File: config.mk
export PLATFORM = sky130hd
export DESIGN_NAME = inst_feeder_flat
export DESIGN_NICKNAME = d
export VERILOG_FILES = /design/src/rtl/inst_pkg.sv /design/src/rtl/inst_feeder_if.sv /design/src/rtl/inst_fifo.sv /design/src/rtl/inst_feeder.sv /design/src/flat_wrapper.sv
export SDC_FILE = /design/constraint.sdc
export NUM_CORES = 2
export LEC_CHECK = 0
export ABC_AREA = 1
export BUFFER_PORTS_ARGS = -buffer_cell sky130_fd_sc_hd__clkbuf_2
export CAP_MARGIN = 10
export CELL_PAD_IN_SITES_DETAIL_PLACEMENT = 1
export CELL_PAD_IN_SITES_GLOBAL_PLACEMENT = 2
export CORE_MARGIN = 5
export CORE_UTILIZATION = 45
export DETAILED_ROUTE_END_ITERATION = 7
export PLACE_DENSITY_LB_ADDON = 0.1
export SLEW_MARGIN = 20
export SYNTH_ARGS = -nofsm -noshare
export SYNTH_HDL_FRONTEND = slang
export SYNTH_HIERARCHICAL = 1
export SYNTH_SLANG_ARGS = --single-unit
File: constraint.sdc
create_clock -name clk -period 23.7 [get_ports clk]
set_input_delay 3.555 -clock clk [delete_from_list [all_inputs] [get_ports clk]]
set_output_delay 3.555 -clock clk [all_outputs]
set_load 0.02 [all_outputs]
File: src/rtl/inst_pkg.sv
// Shared constants and types for the instruction feeder and anything that
// decodes the instruction words it delivers.
package inst_pkg;

  localparam int INST_LEN = 220;
  localparam int DATA_W   = 64;

  // Number of stream beats needed to cover one instruction word.
  function automatic int calc_inst_beats(input int inst_len, input int data_w);
    return (inst_len + data_w - 1) / data_w;
  endfunction

  localparam int TYPE_LSB = 0;
  localparam int TYPE_W   = 4;

  typedef enum logic [TYPE_W-1:0] {
    COMPUTE = 4'd0,
    LOAD_W  = 4'd1,
    LOAD_B  = 4'd2,
    LOAD_D  = 4'd3,
    WRITE_D = 4'd4
  } inst_type_e;

  typedef enum logic {
    ST_IDLE = 1'b0,
    ST_RUN  = 1'b1
  } feeder_state_e;

endpackage

File: src/rtl/inst_feeder_if.sv
// Stream input and instruction-queue output of the feeder. The master modport
// is the feeder side; the slave modport is the host/topcontrol side.
interface inst_feeder_if #(
  parameter int INST_LEN = inst_pkg::INST_LEN,
  parameter int DATA_W   = inst_pkg::DATA_W
);
  logic [DATA_W-1:0]   s_data;
  logic                s_valid;
  logic                s_ready;
  logic [INST_LEN-1:0] instruct;
  logic                inst_empty;
  logic                inst_req;

  modport master (
    input  s_data, s_valid, inst_req,
    output s_ready, instruct, inst_empty
  );

  modport slave (
    output s_data, s_valid, inst_req,
    input  s_ready, instruct, inst_empty
  );
endinterface

File: src/rtl/inst_fifo.sv
// Single-clock show-ahead FIFO: rd_data always shows the head entry and reads
// as zero while the FIFO is empty.
module inst_fifo #(
  parameter int WIDTH = 220,
  parameter int DEPTH = 8
) (
  input  logic             clk,
  input  logic             rst_n,
  input  logic             wr_en,
  input  logic [WIDTH-1:0] wr_data,
  input  logic             rd_en,
  output logic [WIDTH-1:0] rd_data,
  output logic             empty,
  output logic             full
);
  localparam int AW = $clog2(DEPTH);

  logic [WIDTH-1:0] mem [DEPTH];
  logic [AW-1:0]    wr_ptr;
  logic [AW-1:0]    rd_ptr;
  logic [AW:0]      count;
  logic             do_wr;
  logic             do_rd;

  assign do_wr   = wr_en && !full;
  assign do_rd   = rd_en && !empty;
  assign empty   = (count == '0);
  assign full    = (count == (AW+1)'(DEPTH));
  assign rd_data = empty ? '0 : mem[rd_ptr];

  always_ff @(posedge clk) begin
    if (do_wr) begin
      mem[wr_ptr] <= wr_data;
    end
  end

  // Pointers wrap naturally because DEPTH is a power of two; a simultaneous
  // write and read advance both pointers and leave the occupancy alone.
  always_ff @(posedge clk or negedge rst_n) begin
    if (!rst_n) begin
      wr_ptr <= '0;
      rd_ptr <= '0;
      count  <= '0;
    end else begin
      if (do_wr) begin
        wr_ptr <= wr_ptr + 1'b1;
      end
      if (do_rd) begin
        rd_ptr <= rd_ptr + 1'b1;
      end
      case ({do_wr, do_rd})
        2'b10:   count <= count + 1'b1;
        2'b01:   count <= count - 1'b1;
        default: count <= count;
      endcase
    end
  end
endmodule

File: src/rtl/inst_feeder.sv
// Packs the DATA_W-bit instruction stream into INST_LEN-bit words, queues them
// for topcontrol and tracks progress of one program run.
module inst_feeder #(
  parameter int INST_LEN = inst_pkg::INST_LEN,
  parameter int DATA_W   = inst_pkg::DATA_W,
  parameter int DEPTH    = 8,
  parameter int CNT_W    = 16
) (
  input  logic             clk,
  input  logic             rst_n,
  input  logic             start,
  input  logic [CNT_W-1:0] inst_total,
  output logic             busy,
  output logic             done,
  output logic [CNT_W-1:0] inst_cnt,
  inst_feeder_if.master    bus
);
  import inst_pkg::*;

  localparam int INST_BEATS = calc_inst_beats(INST_LEN, DATA_W);
  localparam int BEAT_W     = (INST_BEATS > 1) ? $clog2(INST_BEATS) : 1;
  localparam logic [BEAT_W-1:0] LAST_BEAT = BEAT_W'(INST_BEATS - 1);

  feeder_state_e       state;
  logic [CNT_W-1:0]    total_q;
  logic [CNT_W-1:0]    recv_cnt;
  logic [BEAT_W-1:0]   beat;
  logic [INST_LEN-1:0] asm_q;
  logic [INST_LEN-1:0] asm_next;
  logic                req_q;
  logic                last_beat;
  logic                accept;
  logic                wr_en;
  logic                pop;
  logic                fifo_empty;
  logic                fifo_full;
  logic [INST_LEN-1:0] fifo_head;

  assign last_beat = (beat == LAST_BEAT);

  // Only the closing beat needs FIFO room; a same-cycle pop does not free it.
  assign bus.s_ready = (state == ST_RUN) && (recv_cnt < total_q) &&
                       (!last_beat || !fifo_full);
  assign accept      = bus.s_valid && bus.s_ready;
  assign wr_en       = accept && last_beat;
  assign pop         = bus.inst_req && !req_q && !fifo_empty;

  assign bus.instruct   = fifo_head;
  assign bus.inst_empty = fifo_empty;

  // Drop the current beat into its slot; bits past INST_LEN are discarded.
  always_comb begin
    asm_next = asm_q;
    for (int k = 0; k < INST_BEATS; k++) begin
      if (beat == BEAT_W'(k)) begin
        for (int b = 0; b < DATA_W; b++) begin
          if (k * DATA_W + b < INST_LEN) begin
            asm_next[k*DATA_W + b] = bus.s_data[b];
          end
        end
      end
    end
  end

  inst_fifo #(
    .WIDTH (INST_LEN),
    .DEPTH (DEPTH)
  ) u_fifo (
    .clk     (clk),
    .rst_n   (rst_n),
    .wr_en   (wr_en),
    .wr_data (asm_next),
    .rd_en   (pop),
    .rd_data (fifo_head),
    .empty   (fifo_empty),
    .full    (fifo_full)
  );

  always_ff @(posedge clk or negedge rst_n) begin
    if (!rst_n) begin
      state    <= ST_IDLE;
      total_q  <= '0;
      recv_cnt <= '0;
      inst_cnt <= '0;
      beat     <= '0;
      asm_q    <= '0;
      req_q    <= 1'b0;
      busy     <= 1'b0;
      done     <= 1'b0;
    end else begin
      req_q <= bus.inst_req;
      done  <= 1'b0;
      case (state)
        ST_IDLE: begin
          if (start) begin
            total_q  <= inst_total;
            inst_cnt <= '0;
            recv_cnt <= '0;
            beat     <= '0;
            asm_q    <= '0;
            // An empty program completes immediately without entering RUN.
            if (inst_total == '0) begin
              done <= 1'b1;
            end else begin
              state <= ST_RUN;
              busy  <= 1'b1;
            end
          end
        end
        ST_RUN: begin
          if (accept) begin
            if (last_beat) begin
              beat     <= '0;
              asm_q    <= '0;
              recv_cnt <= recv_cnt + CNT_W'(1);
            end else begin
              beat  <= beat + BEAT_W'(1);
              asm_q <= asm_next;
            end
          end
          if (pop) begin
            inst_cnt <= inst_cnt + CNT_W'(1);
            if (inst_cnt + CNT_W'(1) == total_q) begin
              done  <= 1'b1;
              busy  <= 1'b0;
              state <= ST_IDLE;
            end
          end
        end
        default: state <= ST_IDLE;
      endcase
    end
  end
endmodule

File: src/flat_wrapper.sv
// flat-port wrapper written by rule: the top's interface ports become plain ports
module inst_feeder_flat import inst_pkg::*;
#(
  parameter int INST_LEN = inst_pkg::INST_LEN,
  parameter int DATA_W   = inst_pkg::DATA_W,
  parameter int DEPTH    = 8,
  parameter int CNT_W    = 16
)
  (clk, rst_n, start, inst_total, busy, done, inst_cnt, bus_s_data, bus_s_valid, bus_inst_req, bus_s_ready, bus_instruct, bus_inst_empty);
  inst_feeder_if #(.INST_LEN(INST_LEN), .DATA_W(DATA_W)) bus_i ();
  input  logic clk;
  input  logic rst_n;
  input  logic start;
  input  logic [CNT_W-1:0] inst_total;
  output logic busy;
  output logic done;
  output logic [CNT_W-1:0] inst_cnt;
  input wire logic [$bits(bus_i.s_data)-1:0] bus_s_data;
  input wire logic [$bits(bus_i.s_valid)-1:0] bus_s_valid;
  input wire logic [$bits(bus_i.inst_req)-1:0] bus_inst_req;
  output wire logic [$bits(bus_i.s_ready)-1:0] bus_s_ready;
  output wire logic [$bits(bus_i.instruct)-1:0] bus_instruct;
  output wire logic [$bits(bus_i.inst_empty)-1:0] bus_inst_empty;
  assign bus_i.s_data = bus_s_data;
  assign bus_i.s_valid = bus_s_valid;
  assign bus_i.inst_req = bus_inst_req;
  assign bus_s_ready = bus_i.s_ready;
  assign bus_instruct = bus_i.instruct;
  assign bus_inst_empty = bus_i.inst_empty;
  inst_feeder #(.INST_LEN(INST_LEN), .DATA_W(DATA_W), .DEPTH(DEPTH), .CNT_W(CNT_W)) u_core (.clk(clk), .rst_n(rst_n), .start(start), .inst_total(inst_total), .busy(busy), .done(done), .inst_cnt(inst_cnt), .bus(bus_i));
endmodule
## After elaboration in Yosys (flattened, before gate mapping)

Memories as Yosys holds them, arrays and structs flattened.
Index checks and enable logic that the tools add are counted.

| word-level totals | value |
|---|---|
| memories | 1 |
| word-level logic and storage cells | 94 |
| input port bits | 85 |
| register bits after elaboration | 284 |
| output and inout bits | 240 |
| bits in writable memories | 1760 |

Memories:

| memory | depth | bits a word | rd ports | clocked after Yosys merged registers in | wr ports | RTL line | source |
|---|---|---|---|---|---|---|---|
| u_core.u_fifo.mem | 8 | 220 | 1 | 0 | 1 | inst_fifo.sv:18 | `logic [WIDTH-1:0] mem [DEPTH];` |

| operators by class | value |
|---|---|
| mux-type cells | 37 |
| eq/ne operators | 13 |
| bitwise logic cells | 1 |
| $lt $le $gt $ge | 1 |
| reduce and logical (&&, ||, !) cells | 22 |
| add/sub/neg operators | 7 |

Operators by type and width:

| operator | number |
|---|---|
| two-way mux 220 bit | 4 |
| case mux 220 bit (2 select lines) | 1 |
| two-way mux 64 bit | 3 |
| two-way mux 16 bit | 4 |
| case mux 16 bit (2 select lines) | 2 |
| adder 16 x 1 -> 16 bit (second input constant) | 2 |
| two-way mux 28 bit | 1 |
| equality test 16 bit | 1 |
| zero test 16 bit | 1 |
| less-than comparator 16 bit | 1 |
| two-way mux 1 bit | 14 |
| != test 2 bit (second input constant) | 6 |
| logical AND 1 bit | 8 |
| case mux 4 bit (2 select lines) | 1 |
| adder 3 x 1 -> 3 bit (second input constant) | 2 |
| equality test 2 bit (second input constant) | 3 |
| two-way mux 2 bit | 3 |
| case mux 1 bit (2 select lines) | 3 |
| AND reduction 2 bit | 3 |
| adder 4 x 1 -> 4 bit (second input constant) | 1 |
| equality test 2 x 1 -> 1 bit (second input constant) | 2 |
| equality test 4 bit (second input constant) | 1 |
| zero test 1 bit | 4 |
| zero test 4 bit | 1 |
| 9 further kinds | 9 |

## Longest topological paths before layout

| depth | value |
|---|---|
| depth in word-level cells | 9 |
| depth in mapped cells | 23 |
| mapped depth without buffers | 23 |

## Modules after synthesis

The synthesis kept the hierarchy.

By module, submodules not included:

| module | cells an instance | seq. area each (um2) | instances | area each (um2) |
|---|---|---|---|---|
| inst_fifo | 5288 | 53100.9 | 1 | 69272.7 |
| inst_feeder | 2219 | 6856.6 | 1 | 15539.9 |

## Least setup slack after synthesis

Ideal clock, no wire load.

| timing path | value |
|---|---|
| path kind | input to register |
| start | in bus_s_valid |
| end | mem u_core.u_fifo.mem[0][0] (enable) |
| arrival time | 13.592 ns |
| setup time | 0.804 ns |
| cell stages on the path | 5 |
| data required time | 22.896 ns |
| buffers on the path | 0 |
| setup slack | 9.303 ns |
| path through | nand4_1 -> clkinv_1 -> nand2_1 -> or2_2 -> nor2_1 |

| between the ends | value |
|---|---|
| cells in the longest elaborated chain, start to end | 5 |

Ends and longest elaborated chain:

| what | RTL line | source |
|---|---|---|
| start, declared | flat_wrapper.sv:19 | `input wire logic [$bits(bus_i.s_valid)-1:0] bus_s_valid;` |
| logical AND 1 bit | inst_feeder.sv:44 | `assign accept = bus.s_valid && bus.s_ready;` |
| logical AND 1 bit | inst_feeder.sv:45 | `assign wr_en = accept && last_beat;` |
| named net u_core.wr_en | inst_feeder.sv:33 | `logic wr_en;` |
| logical AND 1 bit | inst_fifo.sv:25 | `assign do_wr = wr_en && !full;` |
| two-way mux 1 bit | inst_fifo.sv:32 | `if (do_wr) begin` |
| two-way mux 1 bit (not written as such) | inst_fifo.sv:33 | `mem[wr_ptr] <= wr_data;` |
| end, declared | inst_fifo.sv:18 |  |

The timed path passes the listed nets, and every way through them passes these cells.

## Worst setup path after layout

| timing path | value |
|---|---|
| start | reg u_core.u_fifo.rd_ptr[0] |
| end | out bus_instruct[31] |

| between the ends | value |
|---|---|
| cells in the longest elaborated chain, start to end | 2 |

Ends and longest elaborated chain:

| what | RTL line | source |
|---|---|---|
| start, declared | inst_fifo.sv:20 | `logic [AW-1:0] rd_ptr;` |
| start signal, assigned | inst_fifo.sv:49 | `rd_ptr <= rd_ptr + 1'b1;` |
| memory (8 x 220 bit) | n/a |  |
| two-way mux 220 bit | inst_fifo.sv:29 | `assign rd_data = empty ? '0 : mem[rd_ptr];` |
| end, declared | flat_wrapper.sv:22 | `output wire logic [$bits(bus_i.instruct)-1:0] bus_instruct;` |

Every way passes these cells.

==> impl_metrics.tcl <==
set metrics [dict create \
    hold_violations 0 \
    ant_nets 0 \
    slew_headroom_pct 21.4 \
    synth_top_family_by_area "simple AND/OR/NAND/NOR gates" \
    fin_crit_ns 9.12 \
    die-area_um2 197000 \
    ios 325 \
    place.gp.congestion 0.780 \
    grt_util_all_layers_pct 27.3 \
    synth_mux_area_share_pct 0 \
    synth-compound-area-share_pct 10.6 \
    rr_worst_depth 13 \
    multiInputGateArea_um2 21200 \
    clock_skew_ns 0.0247 \
    synth_top_area_share_pct 62.3 \
    n_fill_cell 19700 \
    fmax_mhz 110 \
    p_sw_share_pct 41.4 \
    maxSlewViolCount 0 \
    synth-simple-area-share_pct 13.6 \
    numClockSinks 2044 \
    nets 7737 \
    core_area_um2 188000 \
    clk_latency_ns 0.86 \
    synth_edf_count 1760 \
    cts-buffers-inserted 213 \
    min_from "u_core/asm_q[208]" \
    ir_drop_mv 0.181 \
    via_per_inst 5.73 \
    tns_ns 0 \
    clock_path_buffers 3 \
    worstPathArrival_ns 5.56 \
    syn_area_per_cell_um2 11.3 \
    portBuffers 324 \
    p_sw_w 0.00567 \
    comb_power_share_pct 38.7 \
    seqPwrFrac_pct 36.5 \
    die_y_um 444 \
    drtIter0Drc 4609 \
    syn-num-nets 7618 \
    setup_violations 0 \
    cp-end-kind "output port" \
    synth.area.top_cells "edfxtp_1 62%, dfrtp_1 8.4%, nor2_1 7.1%" \
    synth-seq-cells 2044 \
    grt_setup_unrepaired "no" \
    hpwl_um 157000 \
    cp.required_ns 20.15 \
    synth_seq_area_share_pct 70.7 \
    cts_tree "done" \
    synth_cell_types 38 \
    crit_chain "clkinv_16, buf_4, buf_4, o21ai_0, o22ai_1, nor2_1, nor2_1, clkbuf_2" \
    clock_power_share_pct 24.8 \
    synth_xor_area_share_pct 0.192 \
    htreeDepth 4 \
    r2r_slack_ns 17.64 \
    grt_max_degree 350 \
    die_x_um 444 \
    async_flop_share_pct 13.9 \
    fp-row-count 159 \
    regArea_um2 60000 \
    drt-pass1-iter-count 5 \
    hold_end "u_core/asm_q[208]" \
    timing.rr.end "u_core/u_fifo/mem[4][150]" \
    critical_path.max_stage_delay_ns 0.85 \
    synth_adder_area_share_pct 0.384 \
    ys.warnings.count 6 \
    syn_inst 7507 \
    final_util_pct 50.8 \
    ys.flop_type "edfxtp_1" \
    cts_root_buf "clkbuf_16" \
    mostFrequentLayoutCells "1760 x edfxtp_1, 1588 x nor2_1, 1038 x o21ai_0" \
    cts_setup_buffers 0 \
    clkTransAtPathRegs_ns 0.06 \
    finalPower_w 0.0137 \
    intPower_w 0.00804 \
    outcome "complete, no violations" \
    syn2layout_area_growth_pct 12.3 \
    period_share_pct 38.5 \
    grt_pass1_vias 61300 \
    initial_utilization_pct 45.2 \
    grt_overflow_total 0 \
    yosysTopAreaCell "edfxtp_1" \
    cp_max_fo 349 \
    cp-start-kind "flop" \
    min_path_cells 2 \
    powerDensity_nw_per_um2 144 \
    vias 59100 \
    hp-class "reg2reg" \
    avgRoutedWirePerCell_um 26.6 \
    maxCapViolations 0 \
    crit_type "reg2out" \
    reg2reg_from "u_core/beat[0]" \
    wirelength_um 274000 \
    post_cts_resized 0 \
    worst_path_max_delay_cell "buf_4" \
    drive_gt1_share_pct 9.87 \
    power_leakage_nw 35.7 \
    grt_pass1_wl_um 405000 \
    worstMarginPinSlew_ns 1.18 \
    cts_hold_buf 0 \
    netlist_area_um2 84800 \
    drc 0 \
    final_common_cell "edfxtp_1" \
    antenna_found_initial 21 \
]
## state kept, by name, summed over array words and instances, names as in the netlist, 2 cells and up
signal                count
u_core/u_fifo/mem      1760
u_core/u_fifo/rd_ptr      3
u_core/recv_cnt          16
u_core/asm_q            220
u_core/beat               2
u_core/u_fifo/count       4
u_core/inst_cnt          16
u_core/u_fifo/wr_ptr      3
u_core/total_q           16
## how the worst max path moves through the flow
| stage | start | to | depth (start not counted) |
|---|---|---|---|
| after floorplan | bus_s_valid | u_core/u_fifo/mem[0][0] | 5 |
| after global placement | u_core/u_fifo/rd_ptr[0] | bus_instruct[31] | 8 |
| after detailed placement | u_core/u_fifo/rd_ptr[0] | bus_instruct[31] | 8 |
| after CTS | u_core/u_fifo/rd_ptr[0] | bus_instruct[31] | 8 |
| after global routing | u_core/u_fifo/rd_ptr[0] | bus_instruct[31] | 8 |
| final | u_core/u_fifo/rd_ptr[0] | bus_instruct[31] | 8 |
## synthesized netlist by cell type (2+ instances only)
cell / count
xor2_1: 11
o21ai_0: 1038
nor4_1: 6
buf_4: 27
nand4_1: 7
inv_1: 367
nor2_1: 1598
dfrtp_1: 284
inv_2: 2
nand2_1: 837
o211ai_1: 220
buf_2: 90
buf_6: 34
buf_8: 2
nor3_1: 7
nand3_1: 442
and2_1: 3
edfxtp_1: 1760
o22ai_1: 228
ha_1: 26
xnor2_1: 5
a21oi_1: 40
clkbuf_1: 329
o21ai_1: 96
nor3b_1: 2
or2_2: 3
buf_1: 30
nand3b_1: 3
## stage by stage
stage	hold slack [ns]	instance area [um^2]	worst slack, ns	instances
global route	0.513	95200	14.37	10300
CTS	0.493	95200	14.54	10300
finish	0.491	95200	14.58	10300
detailed placement	0.482	88100	15.49	9905
floorplan	0.467	84800	9.30	7507
global placement	0.478	88100	15.57	9905
## cells by family (layout without fill, tap and decap cells)
kind of cell	Yosys count	after routing
other	0	7
buffers and inverters	883	1190
AOI/OAI and AO/OA	1626	1626
adders and majority gates	26	26
and+or+nand+nor	2911	2911
xor gates and xnor gates	17	17
DFF	2044	2044
## routing by layer
metal | up-vias | track usage [%] | wire length (um)
li1 | 26500 | - | -
met1 | 30700 | 37.2 | 120000
met2 | 1549 | 45.3 | 132000
met3 | 316 | 4.63 | 15500
met4 | 2 | 7.88 | 7200
met5 | - | 0 | 13
## power groups by stage
stage / registers, W / logic, W / clock network [W]
final: 0.00500 / 0.00530 / 0.00340
after global routing: 0.00503 / 0.00578 / 0.00362
after CTS: 0.00500 / 0.00536 / 0.00347
after detailed placement: 0.00507 / 0.00533 / 0
after global placement: 0.00505 / 0.00519 / 0
after floorplan: 0.00503 / 0.00330 / 0
## worst max-delay path: cells and delay by family, from the launching register on
kind                   cells  cell delay, ns
AO/OA/AOI/OAI              2            0.43
buffers and inverters      4            2.68
AND/OR/NAND/NOR            2            0.71
flip-flops                 1            0.73
## area by class of cell
cell class / instances / area share, %
multi-input cells: 4580 / 22.2
repair buffers: 416 / 2.54
clock inverters: 99 / 1.13
well taps: 2495 / 3.28
flip-flops and latches: 2044 / 63.0
inverters: 371 / 1.51
clock buffers: 304 / 6.32
diodes: 7 / 0.0184
Note: power is estimated with default switching activity, not from simulation.
